--- config.mk ---
export PLATFORM = sky130hd
export DESIGN_NAME = rf_write_arbiter
export DESIGN_NICKNAME = d
export VERILOG_FILES = /design/src/rtl/rv_pkg.sv /design/src/rtl/rr_arb2.sv /design/src/rtl/rf_write_arbiter.sv
export SDC_FILE = /design/constraint.sdc
export NUM_CORES = 1
export LEC_CHECK = 0
export ABC_AREA = 1
export BUFFER_PORTS_ARGS = -buffer_cell sky130_fd_sc_hd__buf_2
export CAP_MARGIN = 20
export CORE_ASPECT_RATIO = 0.75
export CORE_UTILIZATION = 47
export CTS_CLUSTER_DIAMETER = 30
export DETAILED_ROUTE_END_ITERATION = 8
export HOLD_SLACK_MARGIN = 0.02
export PLACE_DENSITY = 0.89
export SYNTH_ARGS = -nofsm -noshare
export SYNTH_HDL_FRONTEND = slang
export SYNTH_SLANG_ARGS = --single-unit
export TNS_END_PERCENT = 100
--- constraint.sdc ---
create_clock -name clk -period 3.3 [get_ports clk]
set_input_delay 0.495 -clock clk [delete_from_list [all_inputs] [get_ports clk]]
set_output_delay 0.495 -clock clk [all_outputs]
set_load 0.02 [all_outputs]
--- src/rtl/rv_pkg.sv ---
// Shared definitions for the register-file writeback path.
// Provides register-address geometry, requester indices, arbitration mode
// codes and a one-hot decode helper used for the pending-write mask.
package rv_pkg;

    localparam int REG_ADDR_W = 5;
    localparam int NUM_REGS   = 32;

    localparam int REQ_ALU = 0;
    localparam int REQ_LSU = 1;

    localparam int PRIO_RR    = 0;
    localparam int PRIO_FIXED = 1;

    // Encoding matches the grant_last port: 0 = ALU, 1 = LSU.
    typedef enum logic {
        GNT_ALU = 1'b0,
        GNT_LSU = 1'b1
    } req_e;

    function automatic logic [NUM_REGS-1:0] reg_onehot(input logic [REG_ADDR_W-1:0] idx);
        return NUM_REGS'(1) << idx;
    endfunction

endpackage

--- src/rtl/rr_arb2.sv ---
// Two-input writeback arbiter.
// Ports:
//   clk, rst        clock and async active-high reset
//   req[1:0]        request vector, index REQ_ALU / REQ_LSU
//   gnt[1:0]        combinational grant, at most one bit set, never without req
//   grant_last      requester granted most recently (0 = ALU, 1 = LSU)
// PRIO_MODE selects round-robin or LSU-first with an ALU starvation guard.
module rr_arb2
    import rv_pkg::*;
#(
    parameter int PRIO_MODE    = PRIO_RR,
    parameter int STARVE_LIMIT = 4
) (
    input  logic       clk,
    input  logic       rst,
    input  logic [1:0] req,
    output logic [1:0] gnt,
    output logic       grant_last
);

    localparam logic [3:0] LIMIT = 4'(STARVE_LIMIT);

    req_e       last_q;
    req_e       last_next;
    logic [3:0] starve_cnt;
    logic [3:0] starve_cnt_next;
    logic       starved;

    assign starved    = (starve_cnt == LIMIT);
    assign grant_last = last_q;

    always_ff @(posedge clk or posedge rst) begin
        if (rst) begin
            last_q     <= GNT_LSU;
            starve_cnt <= '0;
        end else begin
            last_q     <= last_next;
            starve_cnt <= starve_cnt_next;
        end
    end

    always_comb begin
        gnt             = '0;
        last_next       = last_q;
        starve_cnt_next = '0;

        if (req[REQ_ALU] && req[REQ_LSU]) begin
            if (PRIO_MODE == PRIO_FIXED) begin
                if (starved) gnt[REQ_ALU] = 1'b1;
                else         gnt[REQ_LSU] = 1'b1;
            end else begin
                if (last_q == GNT_LSU) gnt[REQ_ALU] = 1'b1;
                else                   gnt[REQ_LSU] = 1'b1;
            end
        end else begin
            gnt = req;
        end

        if (gnt[REQ_ALU])      last_next = GNT_ALU;
        else if (gnt[REQ_LSU]) last_next = GNT_LSU;

        // Counts cycles ALU waits; any idle or accepted ALU cycle restarts it.
        if (PRIO_MODE == PRIO_FIXED && req[REQ_ALU] && !gnt[REQ_ALU]) begin
            starve_cnt_next = starved ? starve_cnt : starve_cnt + 4'd1;
        end
    end

endmodule

--- src/rtl/rf_write_arbiter.sv ---
// Shares the register file's single write port between the ALU and LSU
// writeback paths through one registered output stage.
// Ports:
//   clk, rst                      clock and async active-high reset
//   alu_valid/dest/data, alu_ready  ALU writeback handshake
//   lsu_valid/dest/data, lsu_ready  LSU writeback handshake
//   rf_dest, rf_reg_write, rf_write_data  register file write port
//   pending_mask                  one-hot of rf_dest while a write is presented
//   grant_last                    last granted requester (0 = ALU, 1 = LSU)
module rf_write_arbiter
    import rv_pkg::*;
#(
    parameter int XLEN         = 32,
    parameter int PRIO_MODE    = PRIO_RR,
    parameter int STARVE_LIMIT = 4
) (
    input  logic                  clk,
    input  logic                  rst,
    input  logic                  alu_valid,
    input  logic [REG_ADDR_W-1:0] alu_dest,
    input  logic [XLEN-1:0]       alu_data,
    output logic                  alu_ready,
    input  logic                  lsu_valid,
    input  logic [REG_ADDR_W-1:0] lsu_dest,
    input  logic [XLEN-1:0]       lsu_data,
    output logic                  lsu_ready,
    output logic [REG_ADDR_W-1:0] rf_dest,
    output logic                  rf_reg_write,
    output logic [XLEN-1:0]       rf_write_data,
    output logic [NUM_REGS-1:0]   pending_mask,
    output logic                  grant_last
);

    logic [1:0]            gnt;
    logic                  accept;
    logic [REG_ADDR_W-1:0] sel_dest;
    logic [XLEN-1:0]       sel_data;
    logic                  sel_real;

    rr_arb2 #(
        .PRIO_MODE    (PRIO_MODE),
        .STARVE_LIMIT (STARVE_LIMIT)
    ) u_arb (
        .clk        (clk),
        .rst        (rst),
        .req        ({lsu_valid, alu_valid}),
        .gnt        (gnt),
        .grant_last (grant_last)
    );

    assign alu_ready = gnt[REQ_ALU];
    assign lsu_ready = gnt[REQ_LSU];
    assign accept    = |gnt;

    assign sel_dest = gnt[REQ_LSU] ? lsu_dest : alu_dest;
    assign sel_data = gnt[REQ_LSU] ? lsu_data : alu_data;
    assign sel_real = accept && (sel_dest != '0);

    // x0 requests are consumed here; the write port keeps showing the last
    // real write so rf_dest/rf_write_data never describe a dropped write.
    always_ff @(posedge clk or posedge rst) begin
        if (rst) begin
            rf_reg_write  <= 1'b0;
            rf_dest       <= '0;
            rf_write_data <= '0;
        end else begin
            rf_reg_write <= sel_real;
            if (sel_real) begin
                rf_dest       <= sel_dest;
                rf_write_data <= sel_data;
            end
        end
    end

    assign pending_mask = rf_reg_write ? reg_onehot(rf_dest) : '0;

endmodule

==> impl_metrics.csv, run 1 <==
group,metric,value,unit
global_route,grt_pass1_wl,10200,um
clocking,insertion_delay,0.28,ns
detailed_routing,via_per_inst,4.77,
timing,finalCritPeriodShare,68.7,%
final_layout,diodes,0,
floorplan,num_io_pins,151,
yosys,synth_edf_count,0,
detailed_routing,remaining_drc_errors,0,
timing,fin_crit,2.27,ns
detailed_routing,avgRoutedWirePerCell,11.3,um
yosys,yosysSeqAreaShare,39.9,%
clocking,htree_levels,2,
worst_setup_path,cp_max_fo,40,
yosys,synth_most_common_cell,"nand2_1",
power_and_ir_drop,switching_share,37.1,%
outcome,outcome,"completed",
timing,hold_violations,0,
detailed_routing,drtIter0Drc,62,
final_layout,area_growth,32.7,%
yosys,yosysTopAreaCellShare,38.8,%
yosys,async_flop_share,100,%
floorplan,die-area,0.00551,mm^2
yosys,yosysTopAreaCell,"dfrtp_1",
yosys,synth_area_leaders,"dfrtp_1 (39%), nand2_1 (25%), nand3_1 (8.0%), nand2_2 (5.9%), nor2_1 (5.1%)",
yosys,synth-simple-area-share,49.7,%
worst_setup_path,regToRegSetupSlack,1.32,ns
yosys,synth_compound_area_share,1.17,%
worst_setup_path,r2r-start,"u_arb.grant_last",
worst_setup_path,start_kind,"register",
timing,fmax,441,MHz
worst_setup_path,rr_worst_depth,9,
clocking,cts_root_buf,"clkbuf_8",
floorplan,initial_core_util,49.4,%
power_and_ir_drop,power.leakage,2.04,nW
hold_path,hp-class,"in2async",
clocking,clock-sinks,39,
worst_setup_path,path_class,"reg2out",
power_and_ir_drop,power.switching,0.495,mW
timing,rsz0062_at_grt,"no",
timing,drv_slew,0,
clocking,postCtsHoldBufs,0,
power_and_ir_drop,powerDensity,411,mW/mm^2
yosys,synth_top_family_by_area,"simple AND/OR/NAND/NOR gates",
power_and_ir_drop,ir_drop,0.210,mV
final_layout,layout.nets,581,
floorplan,die_y,64.5,um
final_layout,drive_gt1_share,38.3,%
yosys,synth-seq-cells,39,
placement,place.port_buffers,150,
detailed_routing,ant_nets,0,
worst_setup_path,crit_path_end_kind,"output pin",
clocking,cts_tree,"built",
global_route,antenna_found_initial,0,
detailed_routing,vias,2690,
power_and_ir_drop,power,1.34,mW
placement,dpl.hpwl,4800,um
yosys,muxShareOfSynthArea,0,%
timing,tns,0,ns
yosys,synth_common_cells,"nand2_1 (161), nand3_1 (39), dfrtp_1 (38)",
global_route,gr-total-overflow,0,
clocking,numCtsBuffers,5,
clocking,cts_resized,0,
timing,slew_headroom,58.2,%
timing,worstMarginPinSlew,0.626,ns
yosys,synth_nets,443,
timing,finalSetupViolCount,0,
yosys,syn_area_per_cell,6.71,um^2
flow_run,maxCapViolCount,0,
yosys,synthAdderAreaFrac,0,%
global_route,grt_max_degree,41,
worst_setup_path,r2r_end,"rf_write_data[14]",
yosys,synth_xor_area_share,0,%
detailed_routing,routed_wirelength,6370,um
clocking,postCtsSetupBuffers,0,
yosys,syn-cell-area,0.00245,mm^2
power_and_ir_drop,p_int,0.840,mW
clocking,cts.clk_slew.worst_paths,0.07,ns
global_route,grt_usage,23.4,%
worst_setup_path,worstPathRequired,2.80,ns
timing,finClkSkew,0.00774,ns
yosys,ys.flop_type,"dfrtp_1",
yosys,syn_inst,365,
yosys,yosys_warnings,0,
clocking,clock_path_buffers,2,
placement,gp_congestion,0.770,
floorplan,rows,22,
yosys,ys_types,23,
detailed_routing,drtPass1Iterations,4,
power_and_ir_drop,pwr-share-clk,22.9,%
power_and_ir_drop,combPwrFrac,32.8,%
global_route,grt_pass1_vias,2310,
floorplan,core,0.00495,mm^2
worst_setup_path,arrival,1.77,ns
power_and_ir_drop,seqPwrFrac,44.3,%
floorplan,fp.dieW,85.4,um
per-layer routing:
| layer | part of all wire [%] | track usage (%) |
|---|---|---|
| met5 | 0 | 0 |
| met4 | 0.82 | 4.58 |
| met3 | 6.1 | 4.71 |
| met2 | 48 | 43.5 |
| met1 | 45 | 28.2 |
how the worst max path moves through the flow:
stage               depth (start not counted)              from  slack, ns          endpoint
finish                                      5  u_arb.grant_last       1.03         lsu_ready
global route                                5  u_arb.grant_last       0.91         lsu_ready
CTS                                         5  u_arb.grant_last       1.02         lsu_ready
detailed placement                          6         alu_valid       1.17         lsu_ready
global placement                            6         alu_valid       1.20         lsu_ready
floorplan                                   4        rf_dest[0]       1.55  pending_mask[10]
layout by cell type, fill, tap and decap left out, drive strengths merged:
cell / instances
a21boi: 1
buf: 154
clkbuf: 6
clkinv: 3
dfrtp: 38
dfstp: 1
inv: 20
nand2: 186
nand3: 39
nand3b: 2
nand4: 16
nor2: 34
o21ai: 2
o21bai: 1
or2: 1
sequential cells by signal, indices dropped and copies added, names as in the netlist:
signal,count
rf_reg_write,1
u_arb.grant_last,1
rf_write_data,32
rf_dest,5
through the flow:
stage / utilization (%) / worst slack (ns) / cells / instance area, um^2 / hold slack (ns)
final: 65.6 / 1.03 / 564 / 3250 / 0.300
after global routing: 65.6 / 0.908 / 564 / 3250 / 0.341
after CTS: 65.6 / 1.02 / 564 / 3250 / 0.319
after detailed placement: 63.9 / 1.17 / 556 / 3170 / 0.454
after global placement: 63.9 / 1.20 / 556 / 3170 / 0.452
after floorplan: - / 1.55 / 365 / 2450 / 0.542
cells by family (layout without fill, tap and decap cells):
logic type             Yosys count  in the layout
DFF                             39             39
and+or+nand+nor                278            278
buffers and inverters           44            183
AOI/OAI and AO/OA                4              4
power by group through the flow:
stage                     combinational, mW  clock (mW)  sequential (mW)
after floorplan                       0.232           0            0.657
after global placement                0.431           0            0.599
after detailed placement              0.442           0            0.599
after CTS                             0.442       0.313            0.592
after global routing                  0.487       0.333            0.600
final                                 0.438       0.305            0.592
cell type report:
cell class,count,area [um^2]
clock buffer,6,72.6
sequential,39,977
tap,60,75.1
multi-input combinational,282,1250
inverter,21,78.8
clock inverter,2,13.8
timing repair buffer,154,781
fill,459,1700
critical path: stages, from the launching register on:
cell and delay [ns]:
dfstp_2 0.55, nand2_2 0.10, nand2_4 0.31, inv_1 0.07, buf_4 0.25, buf_2 0.20
Power figures use the tool's default switching activity.
==> run 2: changes to the inputs <==
--- a/config.mk
+++ b/config.mk
@@ -9,11 +9,11 @@
 export BUFFER_PORTS_ARGS = -buffer_cell sky130_fd_sc_hd__buf_2
 export CAP_MARGIN = 20
 export CORE_ASPECT_RATIO = 0.75
-export CORE_UTILIZATION = 47
+export CORE_UTILIZATION = 43
 export CTS_CLUSTER_DIAMETER = 30
 export DETAILED_ROUTE_END_ITERATION = 8
 export HOLD_SLACK_MARGIN = 0.02
-export PLACE_DENSITY = 0.89
+export PLACE_DENSITY = 0.82
 export SYNTH_ARGS = -nofsm -noshare
 export SYNTH_HDL_FRONTEND = slang
 export SYNTH_SLANG_ARGS = --single-unit
==> constraint.sdc (replaced) <==
create_clock -name clk -period 2.3 [get_ports clk]
set_input_delay 0.345 -clock clk [delete_from_list [all_inputs] [get_ports clk]]
set_output_delay 0.345 -clock clk [all_outputs]
set_load 0.02 [all_outputs]
==> run 2 against run 1 <==
Effect of this change: final cell count rose by 3.0%; non-clock buffer count grew 2; clock skew fell by 0.0032 ns; combinational power is 45% higher; largest power group unchanged; cell area rose by 2.4%; critical path depth unchanged; sequential power increased by 43%; first-iteration DRC count increased by 23%; worst hold slack worse by 0.16 ns.
==> impl_metrics.csv, run 2 (same netlist as run 1, synthesis figures left out) <==
group,metric,value,unit
outcome,outcome,"completed",
timing,worstMarginPinSlew,0.621,ns
clocking,numCtsBuffers,5,
hold_path,hp-class,"in2async",
timing,rsz0062_at_grt,"no",
final_layout,drive_gt1_share,38.7,%
global_route,antenna_found_initial,0,
power_and_ir_drop,powerDensity,622,mW/mm^2
detailed_routing,dr_wl_met3,470,um
final_layout,layout.nets,583,
timing,drv_slew,0,
floorplan,core,0.00541,mm^2
worst_setup_path,path_class,"reg2out",
final_layout,top_register,"rf_write_data",
worst_setup_path,worstPathRequired,1.96,ns
floorplan,num_io_pins,151,
final_layout,diodes,0,
power_and_ir_drop,power.leakage,2.07,nW
final_layout,layout_commonest_cell,"nand2_1",
timing,finalSetupViolCount,0,
detailed_routing,drtPass1Iterations,4,
detailed_routing,met2_length,3090,um
final_layout,final_cell_mix,"nand2_1 (161), buf_2 (150), nand3_1 (39)",
placement,dp_cells,573,
detailed_routing,via_per_inst,4.72,
final_layout,fin_area,0.00333,mm^2
clocking,clock-sinks,39,
final_layout,multi_input_area,0.00125,mm^2
flow_run,maxCapViolCount,0,
floorplan,die_y,67.4,um
global_route,grt_pass1_vias,2349,
floorplan,initial_core_util,45.3,%
clocking,clock_path_buffers,2,
floorplan,rows,23,
timing,finalCritPeriodShare,90.0,%
worst_setup_path,cp_max_fo,20,
final_layout,seq_area,977,um^2
global_route,grt_usage,22.5,%
clocking,postCtsSetupBuffers,0,
placement,place.port_buffers,150,
clocking,cts_resized,0,
detailed_routing,drtIter0Drc,76,
timing,fmax,483,MHz
final_layout,area_growth,35.9,%
global_route,grt_max_degree,40,
clocking,htree_levels,2,
final_layout,reg_top3,"rf_write_data (32), rf_dest (5)",
clocking,insertion_delay,0.29,ns
clocking,postCtsHoldBufs,0,
detailed_routing,remaining_drc_errors,0,
detailed_routing,avgRoutedWirePerCell,11.2,um
timing,fin_crit,2.07,ns
global_route,gr-total-overflow,0,
timing,tns,0,ns
final_layout,fill_cells,523,
detailed_routing,vias,2742,
worst_setup_path,arrival,1.73,ns
timing,finClkSkew,0.00450,ns
detailed_routing,routed_wirelength,6490,um
detailed_routing,ant_nets,0,
timing,slew_headroom,58.5,%
detailed_routing,wirelength_met1,2860,um
placement,dpl.hpwl,5040,um
power_and_ir_drop,ir_drop,0.325,mV
floorplan,die-area,0.00601,mm^2
global_route,grt_pass1_wl,10400,um
floorplan,fp.dieW,89.2,um
timing,hold_violations,0,
placement,dpl_cell_area,0.00321,mm^2
worst_setup_path,crit_path_end_kind,"output pin",
final_layout,stdcell_count,581,
final_layout,largest_reg_flops,32,
worst_setup_path,start_kind,"register",
power_and_ir_drop,power,2.07,mW
clocking,cts.clk_slew.worst_paths,0.08,ns
detailed_routing,topRoutingLayerUsed,"met4",
clocking,cts_root_buf,"clkbuf_8",
placement,gp_congestion,0.849,
clocking,cts_tree,"built",
## run 2: cell type report
class,count,share of cell area (%)
multi-input cells,282,37.7
flip-flops and latches,39,29.3
repair buffers,156,24.3
well taps,75,2.82
clock buffers,6,2.48
inverters,21,2.37
clock inverters,2,1.05
## run 2: final timing paths
path	startpoint	to	slack, ns	cells after the start
min reg2reg	rf_write_data[2]	rf_write_data[2]	0.47	2
max	u_arb.grant_last	lsu_ready	0.23	5
min	rst	rf_write_data[13]	0.14	3
min in group clk	lsu_data[26]	rf_write_data[26]	0.38	5
max reg2reg	u_arb.grant_last	rf_write_data[0]	0.36	9
max in group asynchronous	rst	u_arb.grant_last	1.80	3
## run 2: worst max-delay path, cell delays in order (launching register included)
cell	delay, ns
dfstp_2	0.56
nand2_2	0.10
nand2_4	0.20
inv_1	0.18
buf_4	0.23
buf_2	0.17
## run 2: power by group
| group | internal (mW) | switching [mW] |
|---|---|---|
| registers | 0.771 | 0.0777 |
| logic | 0.227 | 0.409 |
| clock network | 0.351 | 0.236 |
| total | 1.35 | 0.723 |
## run 2: per-layer routing
layer / vias up / GRT usage [%]
li1: 1417 / -
met1: 1197 / 26.8
met2: 117 / 41.1
met3: 11 / 4.65
met4: 0 / 6.75
met5: - / 0
## run 2: through the flow
step / util [%] / setup slack [ns] / hold slack [ns]
6_report: 61.5 / 0.229 / 0.141
5_1_grt: 61.5 / 0.147 / 0.199
3_3_place_gp: 59.4 / 0.441 / 0.452
4_1_cts: 61.5 / 0.212 / 0.168
2_1_floorplan: - / 0.637 / 0.542
3_5_place_dp: 59.4 / 0.350 / 0.462
